===== src/rtl/sram_req_ctrl.sv =====
// Valid/ready request front end for a single-port 32-bit word SRAM: range/alignment
// checking, byte-lane strobes, read alignment, and a zero-fill sweep after reset.
`timescale 1ns/1ps
module sram_req_ctrl #(
    parameter int          ADDRWIDTH  = 10,
    parameter logic [31:0] MEMBASE    = 32'h0000_0000,
    parameter logic [31:0] MEMTOP     = 32'h0000_0FFF,
    parameter int          INIT_CLEAR = 1
) (
    input  logic                 clk,
    input  logic                 rstn,
    input  logic                 req_valid,
    output logic                 req_ready,
    input  logic                 req_write,
    input  logic [1:0]           req_size,
    input  logic [31:0]          req_addr,
    input  logic [31:0]          req_wdata,
    output logic                 rsp_valid,
    input  logic                 rsp_ready,
    output logic [31:0]          rsp_rdata,
    output logic                 rsp_err,
    output logic                 init_done,
    output logic [ADDRWIDTH-1:0] ADDRESS,
    output logic                 CS,
    output logic [3:0]           WE,
    output logic [31:0]          WDATA,
    input  logic [31:0]          RDATA
);

    typedef enum logic [1:0] {S_CLEAR, S_IDLE, S_ACCESS, S_RESP} state_t;

    localparam logic [31:0]          SPAN     = MEMTOP - MEMBASE;
    localparam logic [ADDRWIDTH-1:0] CLR_LAST = '1;

    state_t                 state, state_nxt;
    logic                   clr_armed;
    logic [ADDRWIDTH-1:0]   clr_cnt;
    logic                   cap_write;
    logic [1:0]             cap_size;
    logic [1:0]             cap_lane;
    logic [ADDRWIDTH-1:0]   cap_word;
    logic [31:0]            cap_wdata;
    logic [32:0]            req_off;
    logic                   req_err;
    logic                   accept;
    logic [31:0]            rd_aligned;

    // 33-bit subtraction: bit 32 is the borrow, i.e. the address lies below MEMBASE.
    assign req_off = {1'b0, req_addr} - {1'b0, MEMBASE};
    assign req_err = (req_size == 2'd3)
                  || (req_size == 2'd1 && req_addr[0])
                  || (req_size == 2'd2 && req_addr[1:0] != 2'b00)
                  || req_off[32]
                  || (req_off[31:0] > SPAN);

    assign accept    = req_valid && req_ready;
    assign rsp_valid = (state == S_RESP);

    // NOTE: every signal written in an always_comb gets a default first, so no path leaves it unassigned and no latch is inferred.
    always_comb begin
        state_nxt = state;
        req_ready = 1'b0;
        case (state)
            S_CLEAR:  if (clr_armed && clr_cnt == CLR_LAST) state_nxt = S_IDLE;
            S_IDLE: begin
                req_ready = 1'b1;
                if (req_valid) state_nxt = req_err ? S_RESP : S_ACCESS;
            end
            S_ACCESS: state_nxt = S_RESP;
            S_RESP: begin
                req_ready = rsp_ready;
                if (rsp_ready) begin
                    if (req_valid) state_nxt = req_err ? S_RESP : S_ACCESS;
                    else           state_nxt = S_IDLE;
                end
            end
            default:  state_nxt = S_IDLE;
        endcase
    end

    // SRAM pins come only from state and capture registers; the sweep is held off
    // until the first clock after reset so CS stays low while rstn is asserted.
    always_comb begin
        CS      = 1'b0;
        WE      = 4'h0;
        ADDRESS = '0;
        WDATA   = 32'h0;
        case (state)
            S_CLEAR: begin
                if (clr_armed) begin
                    CS      = 1'b1;
                    WE      = 4'hF;
                    ADDRESS = clr_cnt;
                end
            end
            S_ACCESS: begin
                CS      = 1'b1;
                ADDRESS = cap_word;
                if (cap_write) begin
                    case (cap_size)
                        2'd0: begin
                            WE    = 4'b0001 << cap_lane;
                            WDATA = {4{cap_wdata[7:0]}};
                        end
                        2'd1: begin
                            WE    = cap_lane[1] ? 4'b1100 : 4'b0011;
                            WDATA = {2{cap_wdata[15:0]}};
                        end
                        2'd2: begin
                            WE    = 4'hF;
                            WDATA = cap_wdata;
                        end
                        default: ;
                    endcase
                end
            end
            default: ;
        endcase
    end

    always_comb begin
        rd_aligned = RDATA;
        case (cap_size)
            2'd0:    rd_aligned = {24'h0, RDATA[{cap_lane, 3'b000} +: 8]};
            2'd1:    rd_aligned = {16'h0, (cap_lane[1] ? RDATA[31:16] : RDATA[15:0])};
            default: rd_aligned = RDATA;
        endcase
    end

    // NOTE: sequential state uses non-blocking assignments so every flop samples pre-edge values.
    always_ff @(posedge clk or negedge rstn) begin
        if (!rstn) begin
            state     <= (INIT_CLEAR != 0) ? S_CLEAR : S_IDLE;
            clr_armed <= 1'b0;
            clr_cnt   <= '0;
            init_done <= (INIT_CLEAR == 0);
            cap_write <= 1'b0;
            cap_size  <= 2'd0;
            cap_lane  <= 2'd0;
            cap_word  <= '0;
            cap_wdata <= 32'h0;
            rsp_rdata <= 32'h0;
            rsp_err   <= 1'b0;
        end else begin
            state     <= state_nxt;
            clr_armed <= 1'b1;
            if (state == S_CLEAR && clr_armed) begin
                clr_cnt <= clr_cnt + ADDRWIDTH'(1);
                if (clr_cnt == CLR_LAST) init_done <= 1'b1;
            end
            if (accept) begin
                cap_write <= req_write;
                cap_size  <= req_size;
                cap_lane  <= req_addr[1:0];
                cap_word  <= req_off[ADDRWIDTH+1:2];
                cap_wdata <= req_wdata;
                rsp_rdata <= 32'h0;
                rsp_err   <= req_err;
            end
            if (state == S_ACCESS) begin
                rsp_rdata <= cap_write ? 32'h0 : rd_aligned;
                rsp_err   <= 1'b0;
            end
        end
    end

endmodule


===== config.mk =====
export PLATFORM = sky130hd
export DESIGN_NAME = sram_req_ctrl
export DESIGN_NICKNAME = d
export VERILOG_FILES = /design/src/rtl/sram_req_ctrl.sv
export SDC_FILE = /design/constraint.sdc
export NUM_CORES = 1
export LEC_CHECK = 0
export ABC_AREA = 1
export CAP_MARGIN = 5
export CORE_AREA = 2 2 132 134
export DETAILED_ROUTE_END_ITERATION = 10
export DIE_AREA = 0 0 134 136
export GPL_TIMING_DRIVEN = 0
export MAX_ROUTING_LAYER = met4
export SLEW_MARGIN = 25
export SYNTH_ARGS = -nofsm -noshare
export SYNTH_HDL_FRONTEND = slang
export SYNTH_SLANG_ARGS = --single-unit

===== constraint.sdc =====
create_clock -name clk -period 4.8 [get_ports clk]
set_clock_uncertainty 0.2 [all_clocks]
set_input_delay 0.96 -clock clk [delete_from_list [all_inputs] [get_ports clk]]
set_output_delay 0.96 -clock clk [all_outputs]
set_load 0.02 [all_outputs]

==> results.sh <==
export IMPL_status="complete, no violations"
export IMPL_critPathSlowestCell="clkdlybuf4s50_1"
export IMPL_synthesis_area_sq_um=4940
export IMPL_synthArstFlopShare=1.000
export IMPL_cts_tree="built"
export IMPL_m1WireLength_um=7671
export IMPL_ioPinCount=186
export IMPL_synth_area_top_cells="dfrtp_1, nand2_1, nand3_1"
export IMPL_gr_usage_all_layers=0.1938
export IMPL_top_layer="met4"
export IMPL_setup_tns_ps=0
export IMPL_synth_commonest_cells="nand2_1, dfrtp_1, nand3_1"
export IMPL_synthCells=700
export IMPL_worst_pin_slew_ps=651.5
export IMPL_die_h_um=136
export IMPL_clk_pin_slew_ps=70
export IMPL_setup_viol_count_final=0
export IMPL_grt_pass1_wl_um=26540
export IMPL_power_total_mw=2.036
export IMPL_multi_input_area_sq_um=2231
export IMPL_antenna_found_initial=0
export IMPL_post_cts_resized=0
export IMPL_final_nets=1000
export IMPL_fin_hold_ws_ps=270.6
export IMPL_max_stage_delay_ps=690
export IMPL_clock_latency_ps=350
export IMPL_max_slew_margin_rel=0.5641
export IMPL_fin_crit_ps=4102
export IMPL_startpoint_type="input port"
export IMPL_core_area_sq_um=16880
export IMPL_crit_top_cell="clkdlybuf4s50_1"
export IMPL_clock_path_buffers=2
export IMPL_num_vias=5154
export IMPL_chipWidth_um=134
export IMPL_dr_pass1_iters=5
export IMPL_via_per_inst=4.577
export IMPL_hpwl_um=12650
export IMPL_crit_fanout=10
export IMPL_place_port_buffers=184
export IMPL_hold_viol=0
export IMPL_cts_setup_buffers=0
export IMPL_start_util=0.2927
export IMPL_drv_slew=0
export IMPL_period_share=0.8546
export IMPL_wl_per_cell_um=14.85
export IMPL_synth_top_area_share=0.4762
export IMPL_rsz0062_at_grt="false"
export IMPL_crit_type="in2out"
export IMPL_cp_end_kind="primary output"
export IMPL_ant_nets=0
export IMPL_required_ps=3640
export IMPL_drt_initial_drc_count=276
export IMPL_clock_fmax_ghz=0.2438
export IMPL_powerDensity_nw_per_um2=274.6
export IMPL_grt_ovfl_total=0
export IMPL_root_buffer="clkbuf_16"
export IMPL_p_leak_nw=3.603
export IMPL_crit_path_cell_trace="clkdlybuf4s50_1 > inv_1 > a21oi_4 > clkbuf_1 > clkdlybuf4s50_1"
export IMPL_min_path_type="reg2reg"
export IMPL_totalWireLength_um=16720
export IMPL_diodes=0
export IMPL_num_rows=48
export IMPL_placed_cell_area_sq_um=7092
export IMPL_vdd_ir_drop_max_v=0.0001691
export IMPL_dieArea_sq_um=18220
export IMPL_yosys_warnings=0
export IMPL_cts_sinks=94
export IMPL_synth_seq_area_share=0.4762
export IMPL_worstPathArrival_ps=2940
export IMPL_regArea_sq_um=2352
export IMPL_synth_edff_count=0
export IMPL_final_layout_size_suffix_gt1_frac=0.04883
export IMPL_synthFlopType="dfrtp_1"
export IMPL_drcViolationCount=0
export IMPL_synth_seq_cells=94
export IMPL_grt_max_degree=49
export IMPL_design_area_sq_um=7415
export IMPL_route_met3_wl_um=1079
export IMPL_max_cap_viol_count=0
export IMPL_cts_max_level=3
export IMPL_synth_top_cell_by_area="dfrtp_1"
export IMPL_yosysMostFrequentCell="nand2_1"
export IMPL_dr_wl_met2_um=7648
export IMPL_fill_cells=1737
export IMPL_syn_nets=804
export IMPL_gp_congestion=0.8506
export IMPL_numCtsBuffers=9
export IMPL_grt_pass1_vias=5144
export IMPL_area_growth_pct=50.10
export IMPL_synth_avg_cell_area_sq_um=7.057
export IMPL_synth_cell_type_count=28
export IMPL_cts_hold_buf=0
## cell usage in the layout (no fill, tap or decap), types with 2 or more instances in the layout
master             n
nand2_2            3
clkinvlp_4         2
clkdlybuf4s50_1  183
dfrtp_1           94
nand4_1           10
inv_2              3
clkbuf_1          13
clkbuf_16          9
nor2_1            59
buf_2             15
bufinv_16          2
inv_1             56
nor2_4             2
nand2_1          293
a21oi_1           30
buf_1              2
xor2_1             7
nand3_1           77
o21ai_0           22
nor3_1             2
## layout make-up
cell class,instances,area share
sequential,94,0.3172
multi-input combinational,516,0.3009
timing repair buffer,185,0.2523
tap,225,0.03797
clock buffer,9,0.03037
inverter,60,0.03037
buffer,30,0.01772
clock inverter,7,0.01316
## cell families after synthesis
logic type,after synthesis,share of synthesized area
adder cells (fa/ha/maj),1,0.002533
AND/OR/NAND/NOR,448,0.3711
XOR/XNOR,7,0.01241
flip-flops,94,0.4762
buffers and inverters,90,0.07219
AO/OA/AOI/OAI,59,0.06485
other,1,0.0007591
## path summary, 6_finish.rpt
kind / startpoint / to / slack (ps) / cells past startpoint
setup / recovery: rsp_ready / req_ready / 700 / 5
hold reg to reg: rsp_rdata[16]$_DFFE_PN0P_ / rsp_rdata[16]$_DFFE_PN0P_ / 270 / 2
hold / removal: rsp_rdata[16]$_DFFE_PN0P_ / rsp_rdata[16]$_DFFE_PN0P_ / 270 / 2
min in group asynchronous: rstn / clr_cnt[0]$_DFFE_PN0P_ / 340 / 1
max in group asynchronous: rstn / cap_wdata[17]$_DFFE_PN0P_ / 3460 / 2
setup reg to reg: cap_size[1]$_DFFE_PN0P_ / rsp_rdata[7]$_DFFE_PN0P_ / 2850 / 7
## report_power, final
part | switching (mW) | internal, mW
registers | 0.0386 | 0.849
clock network | 0.325 | 0.458
logic | 0.213 | 0.152
total | 0.577 | 1.46
## flip-flops by register name, summed over array words and instances (netlist names)
name / flops
clr_armed: 1
rsp_err: 1
rsp_rdata: 32
cap_write: 1
cap_word: 10
clr_cnt: 10
init_done: 1
cap_size: 2
cap_lane: 2
state: 2
cap_wdata: 32
## layer usage
layer / track usage / vias to the layer above
li1: - / 2592
met1: 0.2583 / 2363
met2: 0.2937 / 177
met3: 0.03878 / 22
met4: 0.06915 / 0
met5: - / -
## critical path: cells and delay by family
family / cells / cell delay, ps
buffers and inverters: 4 / 1700
AO/OA/AOI/OAI: 1 / 290
## stage by stage
stage	utilization	cells	worst slack [ps]
floorplan	-	700	2015
global placement	0.4185	1109	-1204
detailed placement	0.4202	1110	730.1
CTS	0.4394	1126	722.2
global route	0.4394	1126	660.3
finish	0.4394	1126	697.8
No activity file was read; power rests on OpenSTA's default activity.
